<file path="config.mk">
export PLATFORM = sky130hd
export DESIGN_NAME = exec_unit_flat
export DESIGN_NICKNAME = d
export VERILOG_FILES = /design/src/rtl/exec_unit_if.sv /design/src/rtl/exec_unit.sv /design/src/flat_wrapper.sv
export SDC_FILE = /design/constraint.sdc
export NUM_CORES = 1
export LEC_CHECK = 0
export CAP_MARGIN = 20
export CORE_ASPECT_RATIO = 1.2
export CORE_MARGIN = 2
export CORE_UTILIZATION = 35
export CTS_CLUSTER_SIZE = 16
export DETAILED_ROUTE_END_ITERATION = 12
export HOLD_SLACK_MARGIN = 0.02
export PLACE_DENSITY = 0.53
export SYNTH_ARGS = -nofsm -noshare
export SYNTH_HDL_FRONTEND = slang
export SYNTH_SLANG_ARGS = --single-unit
</file>
<file path="constraint.sdc">
create_clock -name clk -period 8.11 [get_ports clk]
set_input_delay 0.811 -clock clk [delete_from_list [all_inputs] [get_ports clk]]
set_output_delay 0.811 -clock clk [all_outputs]
set_load 0.1 [all_outputs]
</file>
<file path="src/rtl/exec_unit_if.sv">
// Fetch/decode handshake bundle: the exec unit requests with en/pc and the
// decoder answers with control_bus/data qualified by the IS_ready level.
interface exec_unit_if #(
    parameter int unsigned INST_CAP = 20,
    parameter int unsigned DATA_LEN = 8
);
    localparam int unsigned PC_W = $clog2(INST_CAP) + 1;

    logic [3:0]          control_bus;
    logic [DATA_LEN-1:0] data;
    logic                IS_ready;
    logic                en;
    logic [PC_W-1:0]     pc;

    modport master (
        output en,
        output pc,
        input  control_bus,
        input  data,
        input  IS_ready
    );

    modport slave (
        input  en,
        input  pc,
        output control_bus,
        output data,
        output IS_ready
    );
endinterface

</file>
<file path="src/rtl/exec_unit.sv">
// Accumulator execution unit: fetches one instruction per REQ/WLO/WHI handshake
// and applies it in a single EXEC cycle against a small local data memory.
module exec_unit #(
    parameter int unsigned INST_CAP = 20,
    parameter int unsigned DATA_LEN = 8,
    parameter int unsigned DATA_CAP = 16
) (
    input  logic                clk,
    input  logic                rstn,
    exec_unit_if.master         bus,
    output logic [DATA_LEN-1:0] acc,
    output logic                zf,
    output logic                cf,
    output logic                halted,
    output logic                err
);
    localparam int unsigned PC_W   = $clog2(INST_CAP) + 1;
    localparam int unsigned ADDR_W = $clog2(DATA_CAP);
    localparam logic [PC_W-1:0] PC_LAST = PC_W'(INST_CAP - 1);

    typedef enum logic [2:0] {StRst, StReq, StWlo, StWhi, StExec, StHalt} state_e;

    typedef enum logic [3:0] {
        OpLoad = 4'h0, OpStore = 4'h1, OpAdd = 4'h2, OpSub = 4'h3,
        OpAnd  = 4'h4, OpOr    = 4'h5, OpLdi = 4'h6, OpJmp = 4'h7,
        OpNop  = 4'h8, OpJz    = 4'h9, OpJc  = 4'ha, OpNot = 4'hb,
        OpShl  = 4'hc, OpShr   = 4'hd, OpHlt = 4'he, OpRsv = 4'hf
    } op_e;

    state_e              state_q, state_d;
    op_e                 op_q;
    logic [DATA_LEN-1:0] imm_q;
    logic                capture;

    logic [PC_W-1:0]     pc_q, pc_d;
    logic [DATA_LEN-1:0] acc_q, acc_d;
    logic                zf_q, zf_d, cf_q, cf_d, err_q, err_d;

    logic [DATA_LEN-1:0] dmem [DATA_CAP];
    logic [ADDR_W-1:0]   addr;
    logic [DATA_LEN-1:0] mem_rd;
    logic                mem_we;

    logic [DATA_LEN:0]   wide;
    logic [DATA_LEN-1:0] res;
    logic                acc_wr, taken;

    assign addr   = imm_q[ADDR_W-1:0];
    assign mem_rd = dmem[addr];

    // Handshake sequencing; IS_ready must be seen low before a new capture so a
    // stale answer for the previous pc is never executed twice.
    always_comb begin
        state_d = state_q;
        capture = 1'b0;
        case (state_q)
            StRst:  state_d = StReq;
            StReq:  state_d = StWlo;
            StWlo:  if (!bus.IS_ready) state_d = StWhi;
            StWhi: begin
                if (bus.IS_ready) begin
                    state_d = StExec;
                    capture = 1'b1;
                end
            end
            StExec: state_d = (op_q == OpHlt) ? StHalt : StReq;
            StHalt: state_d = StHalt;
            default: state_d = StRst;
        endcase
    end

    always_comb begin
        pc_d   = pc_q;
        acc_d  = acc_q;
        zf_d   = zf_q;
        cf_d   = cf_q;
        err_d  = err_q;
        mem_we = 1'b0;
        wide   = '0;
        res    = acc_q;
        acc_wr = 1'b0;
        taken  = 1'b0;
        if (state_q == StExec) begin
            case (op_q)
                OpLoad:  begin res = mem_rd; acc_wr = 1'b1; end
                OpStore: mem_we = 1'b1;
                OpAdd: begin
                    wide   = {1'b0, acc_q} + {1'b0, mem_rd};
                    res    = wide[DATA_LEN-1:0];
                    cf_d   = wide[DATA_LEN];
                    acc_wr = 1'b1;
                end
                OpSub: begin
                    // Top bit of the widened difference is the borrow.
                    wide   = {1'b0, acc_q} - {1'b0, mem_rd};
                    res    = wide[DATA_LEN-1:0];
                    cf_d   = wide[DATA_LEN];
                    acc_wr = 1'b1;
                end
                OpAnd:   begin res = acc_q & mem_rd; acc_wr = 1'b1; end
                OpOr:    begin res = acc_q | mem_rd; acc_wr = 1'b1; end
                OpLdi:   begin res = imm_q; acc_wr = 1'b1; end
                OpJmp:   taken = 1'b1;
                OpJz:    taken = zf_q;
                OpJc:    taken = cf_q;
                OpNot:   begin res = ~acc_q; acc_wr = 1'b1; end
                OpShl: begin
                    cf_d   = acc_q[DATA_LEN-1];
                    res    = acc_q << 1;
                    acc_wr = 1'b1;
                end
                OpShr: begin
                    cf_d   = acc_q[0];
                    res    = acc_q >> 1;
                    acc_wr = 1'b1;
                end
                default: ;
            endcase

            if (acc_wr) begin
                acc_d = res;
                zf_d  = (res == '0);
            end

            // HLT takes the sequential path too, so a halted pc points past it.
            if (taken) begin
                if (32'(imm_q) >= INST_CAP) begin
                    pc_d  = '0;
                    err_d = 1'b1;
                end else begin
                    pc_d = PC_W'(imm_q);
                end
            end else if (pc_q == PC_LAST) begin
                pc_d = '0;
            end else begin
                pc_d = pc_q + PC_W'(1);
            end
        end
    end

    always_ff @(posedge clk or negedge rstn) begin
        if (!rstn) begin
            state_q <= StRst;
            op_q    <= OpNop;
            imm_q   <= '0;
            pc_q    <= '0;
            acc_q   <= '0;
            zf_q    <= 1'b1;
            cf_q    <= 1'b0;
            err_q   <= 1'b0;
        end else begin
            state_q <= state_d;
            pc_q    <= pc_d;
            acc_q   <= acc_d;
            zf_q    <= zf_d;
            cf_q    <= cf_d;
            err_q   <= err_d;
            if (capture) begin
                op_q  <= op_e'(bus.control_bus);
                imm_q <= bus.data;
            end
        end
    end

    always_ff @(posedge clk) begin
        if (mem_we) dmem[addr] <= acc_q;
    end

    assign bus.en = (state_q == StReq);
    assign bus.pc = pc_q;
    assign acc    = acc_q;
    assign zf     = zf_q;
    assign cf     = cf_q;
    assign err    = err_q;
    assign halted = (state_q == StHalt);
endmodule
</file>
<file path="src/flat_wrapper.sv">
// flat-port wrapper written by rule: the top's interface ports become plain ports
module exec_unit_flat 
#(
    parameter int unsigned INST_CAP = 20,
    parameter int unsigned DATA_LEN = 8,
    parameter int unsigned DATA_CAP = 16
)
  (clk, rstn, acc, zf, cf, halted, err, bus_en, bus_pc, bus_control_bus, bus_data, bus_IS_ready);
  exec_unit_if #(.INST_CAP(INST_CAP), .DATA_LEN(DATA_LEN)) bus_i ();
  input  logic clk;
  input  logic rstn;
  output logic [DATA_LEN-1:0] acc;
  output logic zf;
  output logic cf;
  output logic halted;
  output logic err;
  output wire logic [$bits(bus_i.en)-1:0] bus_en;
  output wire logic [$bits(bus_i.pc)-1:0] bus_pc;
  input wire logic [$bits(bus_i.control_bus)-1:0] bus_control_bus;
  input wire logic [$bits(bus_i.data)-1:0] bus_data;
  input wire logic [$bits(bus_i.IS_ready)-1:0] bus_IS_ready;
  assign bus_en = bus_i.en;
  assign bus_pc = bus_i.pc;
  assign bus_i.control_bus = bus_control_bus;
  assign bus_i.data = bus_data;
  assign bus_i.IS_ready = bus_IS_ready;
  exec_unit #(.INST_CAP(INST_CAP), .DATA_LEN(DATA_LEN), .DATA_CAP(DATA_CAP)) u_core (.clk(clk), .rstn(rstn), .bus(bus_i), .acc(acc), .zf(zf), .cf(cf), .halted(halted), .err(err));
endmodule
</file>
After elaboration in Yosys (flattened, before gate mapping)

Memories as Yosys holds them, arrays and structs flattened.
Cells that the tools add are included.

Memories kept: 1
Output and inout bits: 19
Register bits after elaboration: 32
Bits of input ports: 15
Bits in writable memories: 128
Word-level logic and storage cells: 66

Memories:

| name        | depth | width | rd ports | clocked after Yosys merged registers in | write ports | RTL line        | RTL |
|---|---|---|---|---|---|---|---|
| u_core.dmem | 16    | 8     | 1        | 0                                       | 1           | exec_unit.sv:39 | `logic [DATA_LEN-1:0] dmem [DATA_CAP];` |

Equal/unequal tests: 21
Multiplexer cells: 20
Reductions and logical operators: 9
$add $sub $neg: 3
Bitwise gates (word level): 3
$lt $le $gt $ge: 1

Operator list:

| cell                                                                                 | number |
|---|---|
| 8-bit case mux with 9 select lines                                                   | 1 |
| 4-bit equality test (second input constant)                                          | 6 |
| 6-bit 2-to-1 mux                                                                     | 3 |
| 3-bit case mux with 6 select lines                                                   | 1 |
| 4-bit by 3-bit equality test with 1-bit output (second input constant)               | 4 |
| 8-bit by 8-bit adder with 9-bit output                                               | 1 |
| 1-bit 2-to-1 mux                                                                     | 9 |
| 3-bit 2-to-1 mux                                                                     | 3 |
| 9-bit OR reduction                                                                   | 1 |
| 8-bit by 8-bit subtractor with 9-bit output                                          | 1 |
| 8-bit AND                                                                            | 1 |
| 4-bit by 2-bit equality test with 1-bit output (second input constant)               | 2 |
| 8-bit by 5-bit greater-or-equal comparator with 1-bit output (second input constant) | 1 |
| 8-bit logical NOT                                                                    | 1 |
| 8-bit 2-to-1 mux                                                                     | 1 |
| 8-bit inverter                                                                       | 1 |
| 8-bit bitwise OR                                                                     | 1 |
| 6-bit by 1-bit adder with 6-bit output (second input constant)                       | 1 |
| 3-bit by 2-bit equality test with 1-bit output (second input constant)               | 2 |
| 3-bit equality test (second input constant)                                          | 2 |
| 6-bit by 5-bit equality test with 1-bit output (second input constant)               | 1 |
| 2-bit AND reduction                                                                  | 3 |
| 4-bit by 1-bit equality test with 1-bit output (second input constant)               | 1 |
| 4-bit logical NOT                                                                    | 1 |
| other kinds (7)                                                                      | 8 |

Longest topological paths before layout

Gate-level depths: netlist of the first run.

Word-level depth: 5
Mapped depth: 17
Mapped depth without buffers: 15

Least setup slack after synthesis of the first run

Ideal clock, no wire load.

Path type: reg-to-reg
Start point: register u_core.imm_q[0]
End point: register u_core.zf_q (netlist: u_core.zf)
Data required time: 8013 ps
Arrival: 3613 ps
Path slack: 4400 ps
Stages on the path, launching flop included: 18
Clock period less this slack: 3710 ps
Cells stage by stage: dfrtp_1 buf_6 buf_2 buf_2 mux2i_1 a221oi_1 nor2_1 a21o_1 inv_1 ha_1 fa_1 nor2b_1 a32oi_1 o2111a_1 o211ai_2 a2111oi_2 nand4_1 o41ai_2

Word-level cells in the longest chain between the ends: 5

RTL lines:

| item                                                                | RTL line         | RTL |
|---|---|---|
| start: declaration                                                  | exec_unit.sv:32  | `logic [DATA_LEN-1:0] imm_q;` |
| start signal: assignment                                            | exec_unit.sv:160 | `imm_q <= bus.data;` |
| memory read 16 x 8 bit                                              | n/a              |  |
| 8-bit by 8-bit subtractor with 9-bit output (tied with other cells) | exec_unit.sv:95  | `wide = {1'b0, acc_q} - {1'b0, mem_rd};` |
| 8-bit case mux with 9 select lines *                                | exec_unit.sv:84  | `case (op_q)` |
| 8-bit 2-to-1 mux *                                                  | exec_unit.sv:83  | `if (state_q == StExec) begin` |
| 8-bit logical NOT *                                                 | exec_unit.sv:122 | `zf_d = (res == '0);` |
| end signal: assignment                                              | exec_unit.sv:155 | `zf_q <= zf_d;` |
| end: declaration                                                    | exec_unit.sv:37  | `logic zf_q, zf_d, cf_q, cf_d, err_q, err_d;` |

Mark *: on every way between the ends. The rest lies on a longest branch, timed or not. The select of a mux whose other input is x is not followed.
A chain may end at the register's enable or synchronous reset.

Worst setup path after layout of the first run

Same ends and word-level chain as after synthesis.

==> out/qor.txt, run 1 <==
Worst Path Arrival: 5.08 ns
drt first pass iters: 5
H-tree depth: 4
Worst setup EP type: register
Area Growth Syn to Fin: 15.75%
CTS tree: built
Final TNS setup: 0 ns
Antenna Cells: 0
Post-DRT Antenna Nets: 0
DR vias: 5,262
Core Rows: 60
placer congestion estimate: 0.9040
Post-CTS Repair Setup Buffers: 0
ys async rst share: 0.2000
MaxCap Viol Count: 0
type of origin of the critical path: register
first-pass GRT wire length: 31,350 um
top_reg_cell synth: edfxtp_1
Hold Vio Cnt, Final: 0
Top Ports: 34
global route overflow: 0
HPWL after detailed placement: 13,620 um
most area-consuming cells after synthesis: edfxtp_1 (49%), dfrtp_1 (9.5%), mux4_2 (6.0%)
DR vias/cell: 5.683
Max-slew headroom: 0.3206
Die H: 168.7 um
outcome: complete, no violations
clk sinks: 160
largest net degree at the start of global routing: 33
Critical Path Slowest Stage Cell: dfrtp_2
syn_area_per_cell: 13.21 sq um
final-stage net count: 676
period utilization: 0.5852
CP cell instances: buf_4, mux4_2, nor2_1, a221oi_1, nor2_1, a21o_1, inv_1, ha_1, fa_1, nor3_1, o311ai_1, and2_1, a221o_1, a211oi_1, inv_1, o41ai_2
Die ar.: 0.02382 sq mm
worst endpoint required time: 8.44 ns
share of layout cells above drive strength 1: 0.1453
Post-Syn Area: 0.007910 sq mm
Max Clk Rate: 210.7 MHz
synthesized instance count: 599
Seq/Total Area, Yosys: 0.5875
final WL: 20,470 um
crit path kind: register to register
EDFF count, synth: 128
Worst-Skew Late Latency: 0.43 ns
top cells by count, synth: edfxtp_1 (128), nor2_1 (54), nand2_1 (37), dfrtp_1 (30), inv_1 (30)
top-count cell post-synth: edfxtp_1
clk buf depth: 2
initial DRC count: 447
core region area: 0.02230 sq mm
post-cts resize count: 0
Distinct cells, synth: 70
Worst Tran Pin Value: 1.014 ns
initial antenna violation count: 0
crit path buf inv count: 3
all-layer global routing usage: 0.1768
Yosys Warn Count: 0
#FFs+latches synth: 160
fill count: 2,038
chip width: 141.2 um
drt drc: 0
CTS root buffer: clkbuf_16
hold_buf cts: 0
largest delay contributor family on the critical path: compound AO/OA/AOI/OAI gates
Post-Syn Nets: 641
Hold Path Class: primary input to asynchronous set/reset pin
Port Buffers: 33
Worst-path clk slew: 0.07 ns
share of the synthesized area in the top cell type: 0.4859
drt wl/cell: 22.11 um
Final min period: 4.746 ns
vias in the first global route: 5,318
slowest stage delay, CP: 0.77 ns
CTS Buf Count: 17
unrepaired setup endpoints after global routing: no
Slew Limit Fails: 0
Initial Util: 0.3548
Final Skew: 0.009926 ns
top cell type by total area after synthesis: edfxtp_1
Setup Viol. Count Final: 0
CP Max Fanout: 28
-- state kept, by name, indices dropped and copies added, names as in the netlist --
name,flops
u_core.dmem,128
u_core.op_q,4
u_core.err,1
u_core.acc,8
u_core.zf,1
u_core.state_q,3
u_core.bus.pc,6
u_core.cf,1
u_core.imm_q,8
-- metrics by stage --
step           cell area, sq um  setup slack, ns  cells  hold WS (ns)    util
2_1_floorplan              7910            4.400    599        0.4977       -
3_3_place_gp               8542            3.373    894        0.4490  0.3831
3_5_place_dp               8542            3.325    894        0.4569  0.3831
4_1_cts                    9156            3.294    926        0.4698  0.4107
5_1_grt                    9156            2.961    926        0.4931  0.4107
6_report                   9156            3.364    926        0.4652  0.4107
-- metal layers --
layer	routed length, um	vias to the layer above	part of all wire	global-route usage
li1	-	2382	-	-
met1	8853	2654	0.43	0.2314
met2	10020	187	0.49	0.2908
met3	885	39	0.043	0.02999
met4	714	0	0.035	0.07609
met5	0	-	0	0
-- worst paths after layout --
check	slack, ns	startpoint	depth (start not counted)	endpoint
max	3.36	u_core.imm_q[0]	16	u_core.zf
min	0.47	rstn	1	u_core.bus.pc[4]
max reg2reg	3.36	u_core.imm_q[0]	16	u_core.zf
min reg2reg	0.47	u_core.err	1	u_core.err
max in group asynchronous	7.08	rstn	1	u_core.imm_q[0]
min in group clk	0.47	u_core.err	1	u_core.err
-- kinds of logic after synthesis --
| logic type | after synthesis | synth area share |
|---|---|---|
| buffers and inverters | 60 | 0.03069 |
| multiplexers | 64 | 0.1253 |
| XOR/XNOR | 1 | 0.001107 |
| AO/OA/AOI/OAI | 129 | 0.1133 |
| adder cells (fa/ha/maj) | 27 | 0.04461 |
| flip-flops | 160 | 0.5875 |
| AND/OR/NAND/NOR | 158 | 0.09760 |
-- placed cells by master, fill, tap and decap left out, types with 10 or more instances in the layout --
master	n
edfxtp_1	128
nor2_1	54
nand2_1	37
clkdlybuf4s50_1	32
inv_1	30
dfrtp_1	29
ha_1	25
a21oi_1	23
mux4_2	21
mux2i_1	21
mux2_2	18
o21ai_0	18
clkbuf_16	17
nand3_1	13
a31oi_1	11
o21ai_1	10
buf_4	10
-- cell type report --
cell class | instances | area [sq um] | share of cell area
sequential | 160 | 4648 | 0.5077
multi-input combinational | 379 | 3020 | 0.3299
clock buffer | 17 | 425.4 | 0.04646
timing repair buffer | 43 | 400.4 | 0.04373
tap | 279 | 349.1 | 0.03813
clock inverter | 15 | 188.9 | 0.02063
inverter | 33 | 123.9 | 0.01353
Power of run 1 is left out: the tool's default activity adds up to more than one toggle a clock period on the data nets, which glitch-free logic cannot reach.
==> inputs of run 2 (changes only) <==
- clock period: 8.11 -> 4.4 ns (I/O delays scaled with it)
==> run 2 against run 1 <==
Hold slack lost 0.36 ns; clock skew grew 0.00092 ns; clock-buffer cell count is the same; first-iteration DRC count grew 28%; non-clock buffer count grew 21; cell count grew 2.2%; wire length grew 2.2%; core utilization grew 0.56 points; die area is the same; critical endpoint unchanged; highest routed layer unchanged.
==> out/qor.txt, run 2 (same netlist as run 1, synthesis figures left out) <==
outcome: complete, no violations
r2r setup slk: 0.35 ns (-3.01 ns)
Die H: 168.7 um (unchanged)
initial antenna violation count: 0 (unchanged)
clk sinks: 160 (unchanged)
Final Skew: 0.01084 ns (+0.0009154 ns)
Core Rows: 60 (unchanged)
first-pass GRT wire length: 32,320 um (+3.1%)
Max Clk Rate: 247.2 MHz (+17%)
met3 Use GR: 0.03678 (+0.006789)
share of layout cells above drive strength 1: 0.1694 (+0.02413)
DR vias/cell: 5.653 (-0.51%)
DR vias: 5,348 (+1.6%)
Worst setup EP type: register
Setup Viol. Count Final: 0 (unchanged)
fill count: 2,022 (-0.79%)
Worst-Skew Late Latency: 0.43 ns (about the same)
worst endpoint required time: 4.73 ns (-3.71 ns)
Port Buffers: 33 (unchanged)
Slew Limit Fails: 0 (unchanged)
type of origin of the critical path: register
drt wl/cell: 22.10 um (about the same)
Setup crit end: u_core.zf
initial DRC count: 570 (+28%)
CTS Buf Count: 17 (unchanged)
Worst Path Arrival: 4.37 ns (-0.71 ns)
Post-DRT Antenna Nets: 0 (unchanged)
final WL: 20,910 um (+2.2%)
Worst Tran Pin Value: 1.010 ns (-0.004157 ns)
commonest non-fill, non-tap cell in the layout: edfxtp_1
CTS tree: built
M2 GR Usage: 0.2938 (+0.002955)
Final min period: 4.046 ns (-0.7004 ns)
FF-to-FF End: u_core.zf
largest net degree at the start of global routing: 33 (unchanged)
vias in the first global route: 5,443 (+2.4%)
max reg flops: 128 (unchanged)
Area Growth Syn to Fin: 17.32%
CP Max Fanout: 15 (-46%)
crit path kind: register to register
Hold Vio Cnt, Final: 0 (unchanged)
chip width: 141.2 um (unchanged)
busiest grt layer: met2
period utilization: 0.9195 (+0.3343)
Max-slew headroom: 0.3234 (+0.002786)
placer congestion estimate: 0.8501 (-6.0%)
Top Ports: 34 (unchanged)
Reg2Reg Depth: 13 (-3)
H-tree depth: 4 (unchanged)
clk buf depth: 2 (unchanged)
HPWL after detailed placement: 14,610 um (+7.3%)
MaxCap Viol Count: 0 (unchanged)
CP Launch Point: u_core.imm_q[0]
met1 Resource Use GR: 0.2375 (+0.006134)
Reg-to-Reg Start: u_core.imm_q[0]
Final TNS setup: 0 ns (unchanged)
CTS root buffer: clkbuf_16
Initial Util: 0.3548 (unchanged)
unrepaired setup endpoints after global routing: no
final-stage net count: 697 (+3.1%)
Die ar.: 0.02382 sq mm (unchanged)
Antenna Cells: 0 (unchanged)
hold_buf cts: 0 (unchanged)
global route overflow: 0 (unchanged)
Worst-path clk slew: 0.07 ns (about the same)
Reg with most FFs: u_core.dmem
core region area: 0.02230 sq mm (unchanged)
Hold Path Class: primary input to asynchronous set/reset pin
all-layer global routing usage: 0.1808 (+0.004018)
drt first pass iters: 5 (unchanged)
most frequent cells in the layout: edfxtp_1 (128), nor2_1 (54), nand2_1 (37)
drt drc: 0 (unchanged)
[run 2: worst min-delay path by stage]
stage	to	slack [ns]	startpoint
after global routing	u_core.bus.pc[5]	0.15	rstn
final	u_core.bus.pc[5]	0.11	rstn
after global placement	u_core.err	0.45	u_core.err
after floorplan	u_core.acc[0]	0.14	rstn
after CTS	u_core.bus.pc[5]	0.12	rstn
after detailed placement	u_core.err	0.46	u_core.err
[run 2: per-stage QoR]
step                      area (sq um)    util  hold slack (ns)  worst slack (ns)  instances
after CTS                         9278  0.4161           0.1204            0.2743        946
after detailed placement          8700  0.3902           0.4577            0.3030        915
after global routing              9280  0.4162           0.1540            0.1120        946
after floorplan                   7910       -           0.1444            0.6896        599
final                             9280  0.4162           0.1088            0.3543        946
after global placement            8700  0.3902           0.4516            0.3236        915
[run 2: routing by layer]
layer	share of wire	vias to the layer above
met5	0	-
met4	0.026	0
met3	0.047	35
met2	0.49	184
met1	0.44	2713
li1	-	2416
[run 2: layout make-up]
type	instances	area (sq um)	share of cell area
flip-flops and latches	160	4651	0.5011
multi-input cells	379	3020	0.3255
repair buffers	64	558.0	0.06013
clock buffers	17	425.4	0.04584
well taps	279	349.1	0.03762
clock inverters	14	152.6	0.01645
inverters	33	123.9	0.01335
[run 2: what timing repair did]
item | 4_1_cts | 5_1_grt
buffers inserted | 0 | 0
endpoints found under the setup margin | 0 | 1
gates resized for setup | 0 | 1
hold endpoints to repair | 0 | 0
[run 2: worst max-delay path, stage by stage (launching register included)]
cell and delay [ns]:
dfrtp_4 0.60, mux4_1 0.59, mux2_2 0.31, nand2_1 0.08, o21a_1 0.16, inv_1 0.11, fa_1 0.45, nor3_1 0.23
o311ai_1 0.15, and2_1 0.17, a221o_1 0.33, a211oi_1 0.33, inv_1 0.09, o41ai_2 0.33
Power of run 2 is left out for the same reason.
